File: src/rtl/dadda_pkg.sv
// rtl/dadda_pkg.sv - shared constants and 4:2 approximate compressor functions
package dadda_pkg;

  localparam int W_MIN      = 4;
  localparam int W_MAX      = 16;
  localparam int K_MIN      = 0;
  localparam int STAGES_MIN = 1;
  localparam int STAGES_MAX = 3;

  // Largest legal K for a given operand width (columns 0..2W-2 may be approximated)
  function automatic int k_max(input int w);
    return 2 * w - 1;
  endfunction

  // Number of four-bit groups needed to cover the tallest column of a WxW array
  function automatic int num_groups(input int w);
    return (w + 3) / 4;
  endfunction

  function automatic logic cmp_sum(input logic x1, input logic x2,
                                   input logic x3, input logic x4);
    return (x1 ^ x2) | (x3 ^ x4);
  endfunction

  function automatic logic cmp_carry(input logic x1, input logic x2,
                                     input logic x3, input logic x4);
    return (x1 & x2) | (x3 & x4);
  endfunction

endpackage

File: src/rtl/cmp4_2_approx.sv
// rtl/cmp4_2_approx.sv - combinational approximate 4:2 compressor
module cmp4_2_approx
  import dadda_pkg::*;
(
  input  logic x1,
  input  logic x2,
  input  logic x3,
  input  logic x4,
  output logic sum,
  output logic carry
);

  assign sum   = cmp_sum(x1, x2, x3, x4);
  assign carry = cmp_carry(x1, x2, x3, x4);

endmodule

File: src/rtl/dadda_approx_pipe_mult.sv
// rtl/dadda_approx_pipe_mult.sv - pipelined unsigned multiplier with approximate low columns
module dadda_approx_pipe_mult
  import dadda_pkg::*;
#(
  parameter int W      = 8,
  parameter int K      = 8,
  parameter int STAGES = 2
) (
  input  logic             clk,
  input  logic             rst_n,
  input  logic [W-1:0]     A,
  input  logic [W-1:0]     B,
  input  logic             approx,
  input  logic             in_valid,
  output logic             in_ready,
  output logic             out_valid,
  input  logic             out_ready,
  output logic [2*W-1:0]   O,
  output logic             O_approx,
  output logic [15:0]      txn_count
);

  localparam int PW = 2 * W;
  localparam int G  = num_groups(W);
  localparam int R  = W + 2 * G;
  // Columns at or above K keep their exact partial-product bits in approximate mode
  localparam logic [PW-1:0] HI_MASK = {PW{1'b1}} << K;

  // Column PW-1 is never approximated (K <= 2W-1), so group vectors stop at PW-2
  logic [PW-2:0] grp_sum   [G];
  logic [PW-2:0] grp_carry [G];
  logic [PW-1:0] rows      [R];
  logic [PW-1:0] red_s, red_c, csa_s;

  for (genvar c = 0; c < PW - 1; c++) begin : g_col
    localparam int LO = (c > W - 1) ? c - W + 1 : 0;
    localparam int HI = (c < W - 1) ? c : W - 1;
    if (c < K) begin : g_apx
      for (genvar g = 0; g < G; g++) begin : g_grp
        logic [3:0] x;
        for (genvar k = 0; k < 4; k++) begin : g_bit
          localparam int I = LO + 4 * g + k;
          if (I <= HI) begin : g_pp
            assign x[k] = A[c-I] & B[I];
          end else begin : g_pad
            assign x[k] = 1'b0;
          end
        end
        cmp4_2_approx u_cmp (
          .x1    (x[0]),
          .x2    (x[1]),
          .x3    (x[2]),
          .x4    (x[3]),
          .sum   (grp_sum[g][c]),
          .carry (grp_carry[g][c])
        );
      end
    end else begin : g_exact
      for (genvar g = 0; g < G; g++) begin : g_zero
        assign grp_sum[g][c]   = 1'b0;
        assign grp_carry[g][c] = 1'b0;
      end
    end
  end

  // Operand rows: shifted pp rows (low columns masked off when approximating) plus compressor outputs
  always_comb begin
    for (int i = 0; i < W; i++) begin
      rows[i] = {{W{1'b0}}, A & {W{B[i]}}} << i;
      if (approx) rows[i] = rows[i] & HI_MASK;
    end
    for (int g = 0; g < G; g++) begin
      rows[W+2*g]   = approx ? {1'b0, grp_sum[g]}   : '0;
      rows[W+2*g+1] = approx ? {grp_carry[g], 1'b0} : '0;
    end
  end

  // Carry-save reduction of all rows down to a redundant sum/carry pair
  always_comb begin
    red_s = '0;
    red_c = '0;
    csa_s = '0;
    for (int r = 0; r < R; r++) begin
      csa_s = red_s ^ red_c ^ rows[r];
      red_c = ((red_s & red_c) | (red_s & rows[r]) | (red_c & rows[r])) << 1;
      red_s = csa_s;
    end
  end

  logic [PW-1:0]     st_s [STAGES];
  logic [PW-1:0]     st_c [STAGES];
  logic [STAGES-1:0] st_m;
  logic [STAGES-1:0] st_v;
  logic [STAGES-1:0] load;
  logic              tail_full;
  logic              ready_en;

  // A stage may load when out_ready is high or some stage at or after it is empty
  always_comb begin
    tail_full = 1'b1;
    load      = '0;
    for (int s = STAGES - 1; s >= 0; s--) begin
      tail_full = tail_full & st_v[s];
      load[s]   = out_ready | ~tail_full;
    end
  end

  assign in_ready  = ready_en & load[0];
  assign out_valid = st_v[STAGES-1];
  assign O_approx  = st_m[STAGES-1];
  assign O         = st_s[STAGES-1] + st_c[STAGES-1];

  // Stall-able pipeline registers, ready gating after reset, and completed-transfer counter
  always_ff @(posedge clk or negedge rst_n) begin
    if (!rst_n) begin
      ready_en  <= 1'b0;
      st_v      <= '0;
      st_m      <= '0;
      txn_count <= '0;
      for (int s = 0; s < STAGES; s++) begin
        st_s[s] <= '0;
        st_c[s] <= '0;
      end
    end else begin
      ready_en <= 1'b1;
      if (in_ready) begin
        st_v[0] <= in_valid;
        st_m[0] <= approx;
        st_s[0] <= red_s;
        st_c[0] <= red_c;
      end
      for (int s = 1; s < STAGES; s++) begin
        if (load[s]) begin
          st_v[s] <= st_v[s-1];
          st_m[s] <= st_m[s-1];
          st_s[s] <= st_s[s-1];
          st_c[s] <= st_c[s-1];
        end
      end
      if (out_valid && out_ready) txn_count <= txn_count + 16'd1;
    end
  end

endmodule

File: config.mk
export PLATFORM = sky130hd
export DESIGN_NAME = dadda_approx_pipe_mult
export DESIGN_NICKNAME = d
export VERILOG_FILES = /design/src/rtl/dadda_pkg.sv /design/src/rtl/cmp4_2_approx.sv /design/src/rtl/dadda_approx_pipe_mult.sv
export SDC_FILE = /design/constraint.sdc
export NUM_CORES = 1
export LEC_CHECK = 0
export CORE_MARGIN = 2
export CORE_UTILIZATION = 40
export CTS_BUF_LIST = sky130_fd_sc_hd__clkbuf_4 sky130_fd_sc_hd__clkbuf_8 sky130_fd_sc_hd__clkbuf_16
export CTS_CLUSTER_DIAMETER = 150
export DETAILED_ROUTE_END_ITERATION = 12
export HOLD_SLACK_MARGIN = 0.12
export PLACE_DENSITY = 0.62
export SLEW_MARGIN = 20
export SYNTH_ARGS = -nofsm -noshare
export SYNTH_HDL_FRONTEND = slang
export SYNTH_SLANG_ARGS = --single-unit
File: constraint.sdc
create_clock -name clk -period 2.6 [get_ports clk]
set_input_delay 0.52 -clock clk [delete_from_list [all_inputs] [get_ports clk]]
set_output_delay 0.52 -clock clk [all_outputs]
set_load 0.05 [all_outputs]
== After elaboration in Yosys (flattened, before gate mapping) ==
Cells that the tools add are included.
Word-level totals
  bits in registers: 83
  word-level logic and storage cells: 193
Cells by class
  $add $sub $neg: 2
  mux-type cells: 12
  bitwise operators: 168
  reductions and logical operators: 1
Operators by type and width (count)
  bitwise OR 15 bit: 10
  2-to-1 mux 8 bit: 10
  AND 15 bit: 5
  AND 8 bit: 8
  AND 15 x 8 -> 15 bit: 4
  AND 15 x 9 -> 15 bit: 4
  AND 1 bit: 54
  bitwise XOR 16 bit: 3
  bitwise XOR 16 x 8 -> 16 bit: 2
  bitwise XOR 16 x 9 -> 16 bit: 2
  AND 14 x 15 -> 15 bit: 2
  AND 13 x 14 -> 14 bit: 2
  bitwise OR 14 bit: 2
  AND 12 x 13 -> 13 bit: 2
  bitwise OR 13 bit: 2
  AND 11 x 12 -> 12 bit: 2
  bitwise OR 12 bit: 2
  AND 10 x 11 -> 11 bit: 2
  bitwise OR 11 bit: 2
  AND 9 x 10 -> 10 bit: 2
  bitwise OR 10 bit: 2
  2-to-1 mux 9 bit: 2
  adder 16 x 1 -> 16 bit (second input constant): 1
  adder 16 bit: 1
  24 further kinds: 55

== Depth between registers and ports, before layout ==
  depth after elaboration: 33
  depth in mapped cells: 22
  gate-level depth less buffers: 21

== By module ==
Synthesis repeated with hierarchy kept, for this count alone.
Unflattened totals
  cell total of the unflattened synthesis: 657
  area, all modules: 7144.4 um2
By module, submodules not included
  dadda_approx_pipe_mult: instances 1, cells each 593, area each 6543.8 um2, seq. area each 2026.9 um2
  cmp4_2_approx: instances 16, cells each 4, area each 37.5 um2, seq. area each 0.0 um2

== Least setup slack after synthesis ==
Ideal clock, no wire load.
  path kind: in2reg
  start: input port approx
  end: register st_s[24] (netlist bit)
  library setup time: 132 ps
  arrival: 6040 ps
  slack: -3572 ps
  stages: 20
  cell sequence: clkbuf_1 nor2b_1 and2_1 ha_1 inv_1 fa_1 fa_1 fa_1 fa_1 fa_1 fa_1 inv_1 ha_1 inv_1 fa_1 inv_1 ha_1 inv_1 fa_1 o21ai_0
On the way
  cells in the longest elaborated chain, start to end: 30
  elaborated cells between the ends (all ways): 79
Ends and longest elaborated chain
  from (decl): RTL line dadda_approx_pipe_mult.sv:13  | input logic approx,
  2-to-1 mux 8 bit: RTL line dadda_approx_pipe_mult.sv:70  | if (approx) rows[i] = rows[i] & HI_MASK;
  bitwise XOR 8 x 9 -> 9 bit: RTL line dadda_approx_pipe_mult.sv:84  | csa_s = red_s ^ red_c ^ rows[r];
  AND 9 x 10 -> 10 bit or bitwise XOR 9 x 10 -> 10 bit (tied branches): RTL line dadda_approx_pipe_mult.sv:85, dadda_approx_pipe_mult.sv:84
  bitwise OR 10 bit or bitwise XOR 10 bit (tied branches): RTL line dadda_approx_pipe_mult.sv:85, dadda_approx_pipe_mult.sv:84
  bitwise OR 10 bit or AND 10 x 11 -> 11 bit (tied branches): RTL line dadda_approx_pipe_mult.sv:85  | red_c = ((red_s & red_c) | (red_s & rows[r]) | (red_c & rows[r])) << 1;
  AND 10 x 11 -> 11 bit, or another cell as far along: RTL line dadda_approx_pipe_mult.sv:85
  bitwise OR 11 bit or bitwise XOR 11 bit (tied branches): RTL line dadda_approx_pipe_mult.sv:85, dadda_approx_pipe_mult.sv:84
  bitwise OR 11 bit or AND 11 x 12 -> 12 bit (tied branches): RTL line dadda_approx_pipe_mult.sv:85
  [14 not listed]
  bitwise OR 15 bit, or another cell as far along: RTL line dadda_approx_pipe_mult.sv:85
  AND 15 bit, or another cell as far along: RTL line dadda_approx_pipe_mult.sv:85
  bitwise OR 15 bit or bitwise XOR 16 x 9 -> 16 bit (tied branches): RTL line dadda_approx_pipe_mult.sv:85, dadda_approx_pipe_mult.sv:84
  bitwise OR 15 bit, or another cell as far along: RTL line dadda_approx_pipe_mult.sv:85
  bitwise XOR 16 bit or bitwise OR 15 bit (tied branches): RTL line dadda_approx_pipe_mult.sv:84, dadda_approx_pipe_mult.sv:85
  bitwise XOR 16 x 8 -> 16 bit or bitwise OR 15 bit (tied branches): RTL line dadda_approx_pipe_mult.sv:84, dadda_approx_pipe_mult.sv:85
  bitwise XOR 16 bit: RTL line dadda_approx_pipe_mult.sv:84
  bitwise XOR 16 x 9 -> 16 bit (*): RTL line dadda_approx_pipe_mult.sv:84
  to (signal, indexed assignment): RTL line dadda_approx_pipe_mult.sv:136  | st_s[s] <= st_s[s-1];
  to (decl): RTL line dadda_approx_pipe_mult.sv:90  | logic [PW-1:0] st_s [STAGES];
Every way passes the cells marked *; elsewhere a longest branch is shown, timed or not.
A chain may end at the register's enable or synchronous reset.

== Worst setup path after layout ==
  start: input port B[0]
  end: register st_s[23] (netlist bit)
On the way
  cells in the longest elaborated chain, start to end: 30
  elaborated cells between the ends (all ways): 89
Ends and longest elaborated chain
  from (decl): RTL line dadda_approx_pipe_mult.sv:12  | input logic [W-1:0] B,
  AND 8 bit: RTL line dadda_approx_pipe_mult.sv:69  | rows[i] = {{W{1'b0}}, A & {W{B[i]}}} << i;
  2-to-1 mux 8 bit: RTL line dadda_approx_pipe_mult.sv:70
  bitwise XOR 8 x 9 -> 9 bit: RTL line dadda_approx_pipe_mult.sv:84
  AND 9 x 10 -> 10 bit or bitwise XOR 9 x 10 -> 10 bit (tied branches): RTL line dadda_approx_pipe_mult.sv:85, dadda_approx_pipe_mult.sv:84
  bitwise OR 10 bit or bitwise XOR 10 bit (tied branches): RTL line dadda_approx_pipe_mult.sv:85, dadda_approx_pipe_mult.sv:84
  bitwise OR 10 bit, or another cell as far along: RTL line dadda_approx_pipe_mult.sv:85
  AND 10 x 11 -> 11 bit, or another cell as far along: RTL line dadda_approx_pipe_mult.sv:85
  bitwise OR 11 bit, or another cell as far along (2 in a row): RTL line dadda_approx_pipe_mult.sv:85
  [12 not listed]
  AND 15 bit, or another cell as far along: RTL line dadda_approx_pipe_mult.sv:85
  bitwise OR 15 bit, or another cell as far along (2 in a row): RTL line dadda_approx_pipe_mult.sv:85
  bitwise XOR 16 bit, or another cell as far along: RTL line dadda_approx_pipe_mult.sv:84
  bitwise XOR 16 x 9 -> 16 bit, or another cell as far along: RTL line dadda_approx_pipe_mult.sv:84
  bitwise XOR 16 bit or bitwise OR 15 bit (tied branches): RTL line dadda_approx_pipe_mult.sv:84, dadda_approx_pipe_mult.sv:85
  bitwise XOR 16 x 8 -> 16 bit or bitwise OR 15 bit (tied branches): RTL line dadda_approx_pipe_mult.sv:84, dadda_approx_pipe_mult.sv:85
  bitwise XOR 16 bit (*): RTL line dadda_approx_pipe_mult.sv:84
  bitwise XOR 16 x 9 -> 16 bit (*): RTL line dadda_approx_pipe_mult.sv:84
Marks and branches as above.

==> impl.org <==
** Status
- The run finished, with violations left.
- The checks that failed: negative setup slack.

** Power
- Combinational fraction of design power :: 59.5%
- The design draws roughly 7.8 mW.
- Of the total power, the share spent switching nets is 39.7%.
- IR analysis of the VDD net gives a maximum drop of 0.648 mV.
- Net switching power :: 3.09 mW
- Part of the power in the clock network :: 17.9%
- Int Pwr :: about 4.7 mW
- Sequential Power Share :: between 20% and 30%
- LEAKAGE :: 3.98 nW
- Power spread over the standard cell area amounts to 895 nW/µm².

** STA
- Count of final hold-check violations :: 0
- For the pin with the worst max-slew slack, the measured transition is 0.517 ns.
- Setup violations remaining at the end of the flow were counted as 29.
- The worst pin sits at a relative slew slack of 65.4%.
- Final hold analysis gives a worst-case slack of around 0.16 ns.
- Adding up every negative setup slack in the final design gives -55.53 ns.
- The smallest clock period supported by the final layout is computed as 5.81 ns.
- Final count of pins violating max slew :: 0
- Setup repair after global routing missed its margin :: true
- Timing would allow up to 0.172 GHz.
- Of the available clock period, the critical path in the final layout requires 224%.
- Min setup slack post-route :: -3.21 ns
- Worst setup skew after layout :: 0.00857 ns

** Route
- Total via count in the routed design :: about 4500
- Number of iterations in the first detailed-routing pass :: 4
- In this run the remaining antenna-violating nets after routing total 0.
- DR WL/cell :: around 14 µm
- Number of DRC violations after detailed routing :: 0
- Ratio of routed vias to standard cells :: 4.80
- Routed wire length :: 13600 µm
- In this run, the number of DRC markers left after iteration 0 of detailed routing was 120.

** Logic synthesis
- Prevailing post-synth register cell :: dfrtp_1
- Yosys attributes the largest share of cell area to dfrtp_1 (30%), fa_1 (18%), ha_1 (14%), nand2_1 (7.4%), and2_1 (6.9%).
- The synthesized design spends more area on one cell type than any other, namely dfrtp_1.
- Proportion of netlist area held by the largest area contributor :: 30.4%
- Counting flops with an async set or reset pin after synthesis yields a share of 100%.
- FF+latch count, synth :: 77
- The synthesized netlist occupies a cell area of 6340 µm².
- In this run the mean area of a mapped cell was 10.0 µm².
- Library cells used by synthesis :: 35
- Gate Count Post-Synth :: 633
- Sequential elements use between 30 and 40% of the synthesized area.
- Number of synthesized flops with an enable pin :: 0
- Number of warnings printed during yosys synthesis :: 0
- The number of nets in the synthesized netlist is roughly 790.

** Floorplanning
- The total area inside the core boundary comes to approximately 16000 µm².
- The die is roughly 130 µm wide.
- For this configuration, the core starts out at a cell density of 40.5%.
- The die is approximately 130 µm tall.
- Number of top-level pins :: 56
- Total Die Area :: about 17000 µm²
- The floorplan has 46 rows.

** Placed design
- Counting tap cells, the placed design contains a total of between 900 and 1000 instances.
- In this run the tool buffered the top-level ports with 55 buffer cells.
- Dpl ws :: -4.05 ns
- Placement Cell Area :: 7530 µm²
- HPWL after detailed placement :: 9810 µm
- At the end of routability-driven placement, the weighted congestion stood at 0.772.

** Setup path
- In this run the worst setup path begins at B[0].
- Among all stages on the critical path, the largest delay is contributed by fa_2.
- Reg-to-reg startpoint :: txn_count[0]
- The largest single stage delay on the critical path is 0.54 ns.
- Series of cell instances along the critical path :: buf_6 > nor2b_4 > and2_4 > ha_4 > inv_2 > fa_2 > inv_2 > fa_2 > fa_2 > fa_2 > fa_1 > fa_2 > ha_1 > inv_2 > fa_1 > inv_1 > fa_1 > inv_2 > fa_1 > o21ai_1
- Kind of capture point of the worst setup path :: flop
- The number of cells on the worst reg-to-reg path is 6.
- End point of the critical path :: st_s[23]
- R2R Setup Slk :: 1.00 ns
- In this design, the critical path's most frequently occurring cell is fa_2.
- Critical Path RT :: ~2.8 ns
- Along the worst path, the maximum fanout reaches 3.
- The endpoint identified for the worst register-to-register timing path is txn_count[12].
- Critical path startpoint category :: input pin
- At the worst endpoint, the arrival time is 6.01 ns.
- The worst setup path is of the input pin to flop kind.

** Global route
- Global routing used 16.0% of the available tracks.
- Entering global routing, the biggest net connects 41 pins.
- Residual overflow from global routing :: 0
- The via count of the first global-routing pass was 4566.
- Antenna violations before repair :: 0
- The first global-routing pass estimated 21700 µm of wire.

** Clocking
- Longest Clk Path Bufs :: 2
- Clock root cell :: clkbuf_16
- TritonCTS built the clock tree.
- CTS built an H-tree with a depth of 3.
- Buffers inserted during clock tree synthesis total 9.
- After clock tree synthesis, the clock-pin slew on the worst setup and hold paths is 0.05 ns.
- Worst-skew pair later-pin latency :: 0.33 ns
- Clock tree synthesis found a total of 77 sinks.

** Finish
- Most common cell after layout, fill and taps aside :: nand2_1
- For this run, the post-layout net count is 874.
- Total inserted antenna cells :: 0
- Synthesis-to-layout area growth :: 37.1%
- The post-route netlist has 38.2% of its cells at a drive strength greater than 1.
- The top cell types in the final layout, fill and taps aside, are nand2_1 (107), dfrtp_1 (77), and2_1 (63).
- Design area :: 8680 µm²
- The finished layout holds 942 standard cells, fillers aside.
- Final core area utilization :: 55.5%

** Worst hold path
- The min-delay analysis places its worst path in the category input pin to async pin.

** Job
- Max-cap violations :: 0
==> sequential cells by signal (all words and copies together), names as in the netlist <==
register and flops:
ready_en 1, st_s 32, st_m 2, st_v 2, txn_count 16, st_c 24
==> logic make-up after synthesis <==
| group | Yosys count | synth area share [%] |
|---|---|---|
| AND/OR/NAND/NOR | 233 | 17.8 |
| adder cells (fa/ha/maj) | 131 | 32.7 |
| buffers and inverters | 94 | 5.92 |
| flip-flops | 77 | 30.4 |
| AO/OA/AOI/OAI | 41 | 4.13 |
| multiplexers | 30 | 5.33 |
| XOR/XNOR | 26 | 3.59 |
| other | 1 | 0.0592 |
==> repair_timing <==
item,in CTS,in global routing
cloned,0,0
hold buffers,0,0
resized for setup,112,93
setup endpoints to repair,32,33
setup buffers,5,6
pin swaps,47,77
==> routing by layer <==
metal	GRT usage (%)	wire (µm)	vias to the layer above	share of wire (%)
li1	-	-	2172	-
met1	21.0	6180	2261	46
met2	27.8	6880	68	51
met3	2.50	271	16	2.0
met4	4.36	239	0	1.8
met5	0	0	-	0
==> synthesized netlist by cell type, types with 3 or more instances <==
master    instances
o21ai_0          15
buf_2             6
a31oi_1           3
nand3_1           4
and3_1            5
inv_1            66
and2_1           70
nand4_1           3
o21a_1            8
a21o_1            4
xnor2_1          19
clkbuf_1         18
ha_1             73
nand2_1         125
a21oi_1           5
xor2_1            7
nor2_1            9
dfrtp_1          77
mux2_2           30
nor2b_1          11
buf_4             4
fa_1             58
==> final cells by class <==
| class | instances | area, µm² |
|---|---|---|
| well taps | 216 | 270 |
| fillers | 1348 | 6970 |
| multi-input cells | 462 | 4880 |
| clock inverters | 5 | 100 |
| clock buffers | 10 | 233 |
| repair buffers | 106 | 1030 |
| flip-flops and latches | 77 | 1930 |
| inverters | 66 | 248 |
==> critical path: cells and delay by family <==
kind / cells / cell delay (ns)
buffers and inverters: 6 / 0.29
AND/OR/NAND/NOR: 2 / 0.29
AO/OA/AOI/OAI: 1 / 0.06
adder cells (fa/ha/maj): 11 / 4.88
==> power by group through the flow <==
stage | Combinational, mW | Clock (mW) | Sequential, mW
floorplan | 2.22 | 0 | 1.85
global placement | 3.53 | 0 | 1.73
detailed placement | 3.60 | 0 | 1.75
CTS | 3.85 | 1.41 | 1.76
global route | 5.02 | 1.47 | 1.80
finish | 4.63 | 1.39 | 1.76
==> worst min path at each step <==
stage,startpoint,end,slack [ns],cells after the start
after floorplan,rst_n,ready_en,0.22,0
after global placement,st_c[26],st_c[26],0.46,2
after detailed placement,st_c[27],st_c[27],0.47,2
after CTS,rst_n,st_c[14],0.17,1
after global routing,rst_n,st_c[14],0.19,1
final,rst_n,st_c[13],0.16,1
Note: power is estimated with default switching activity, not from simulation.
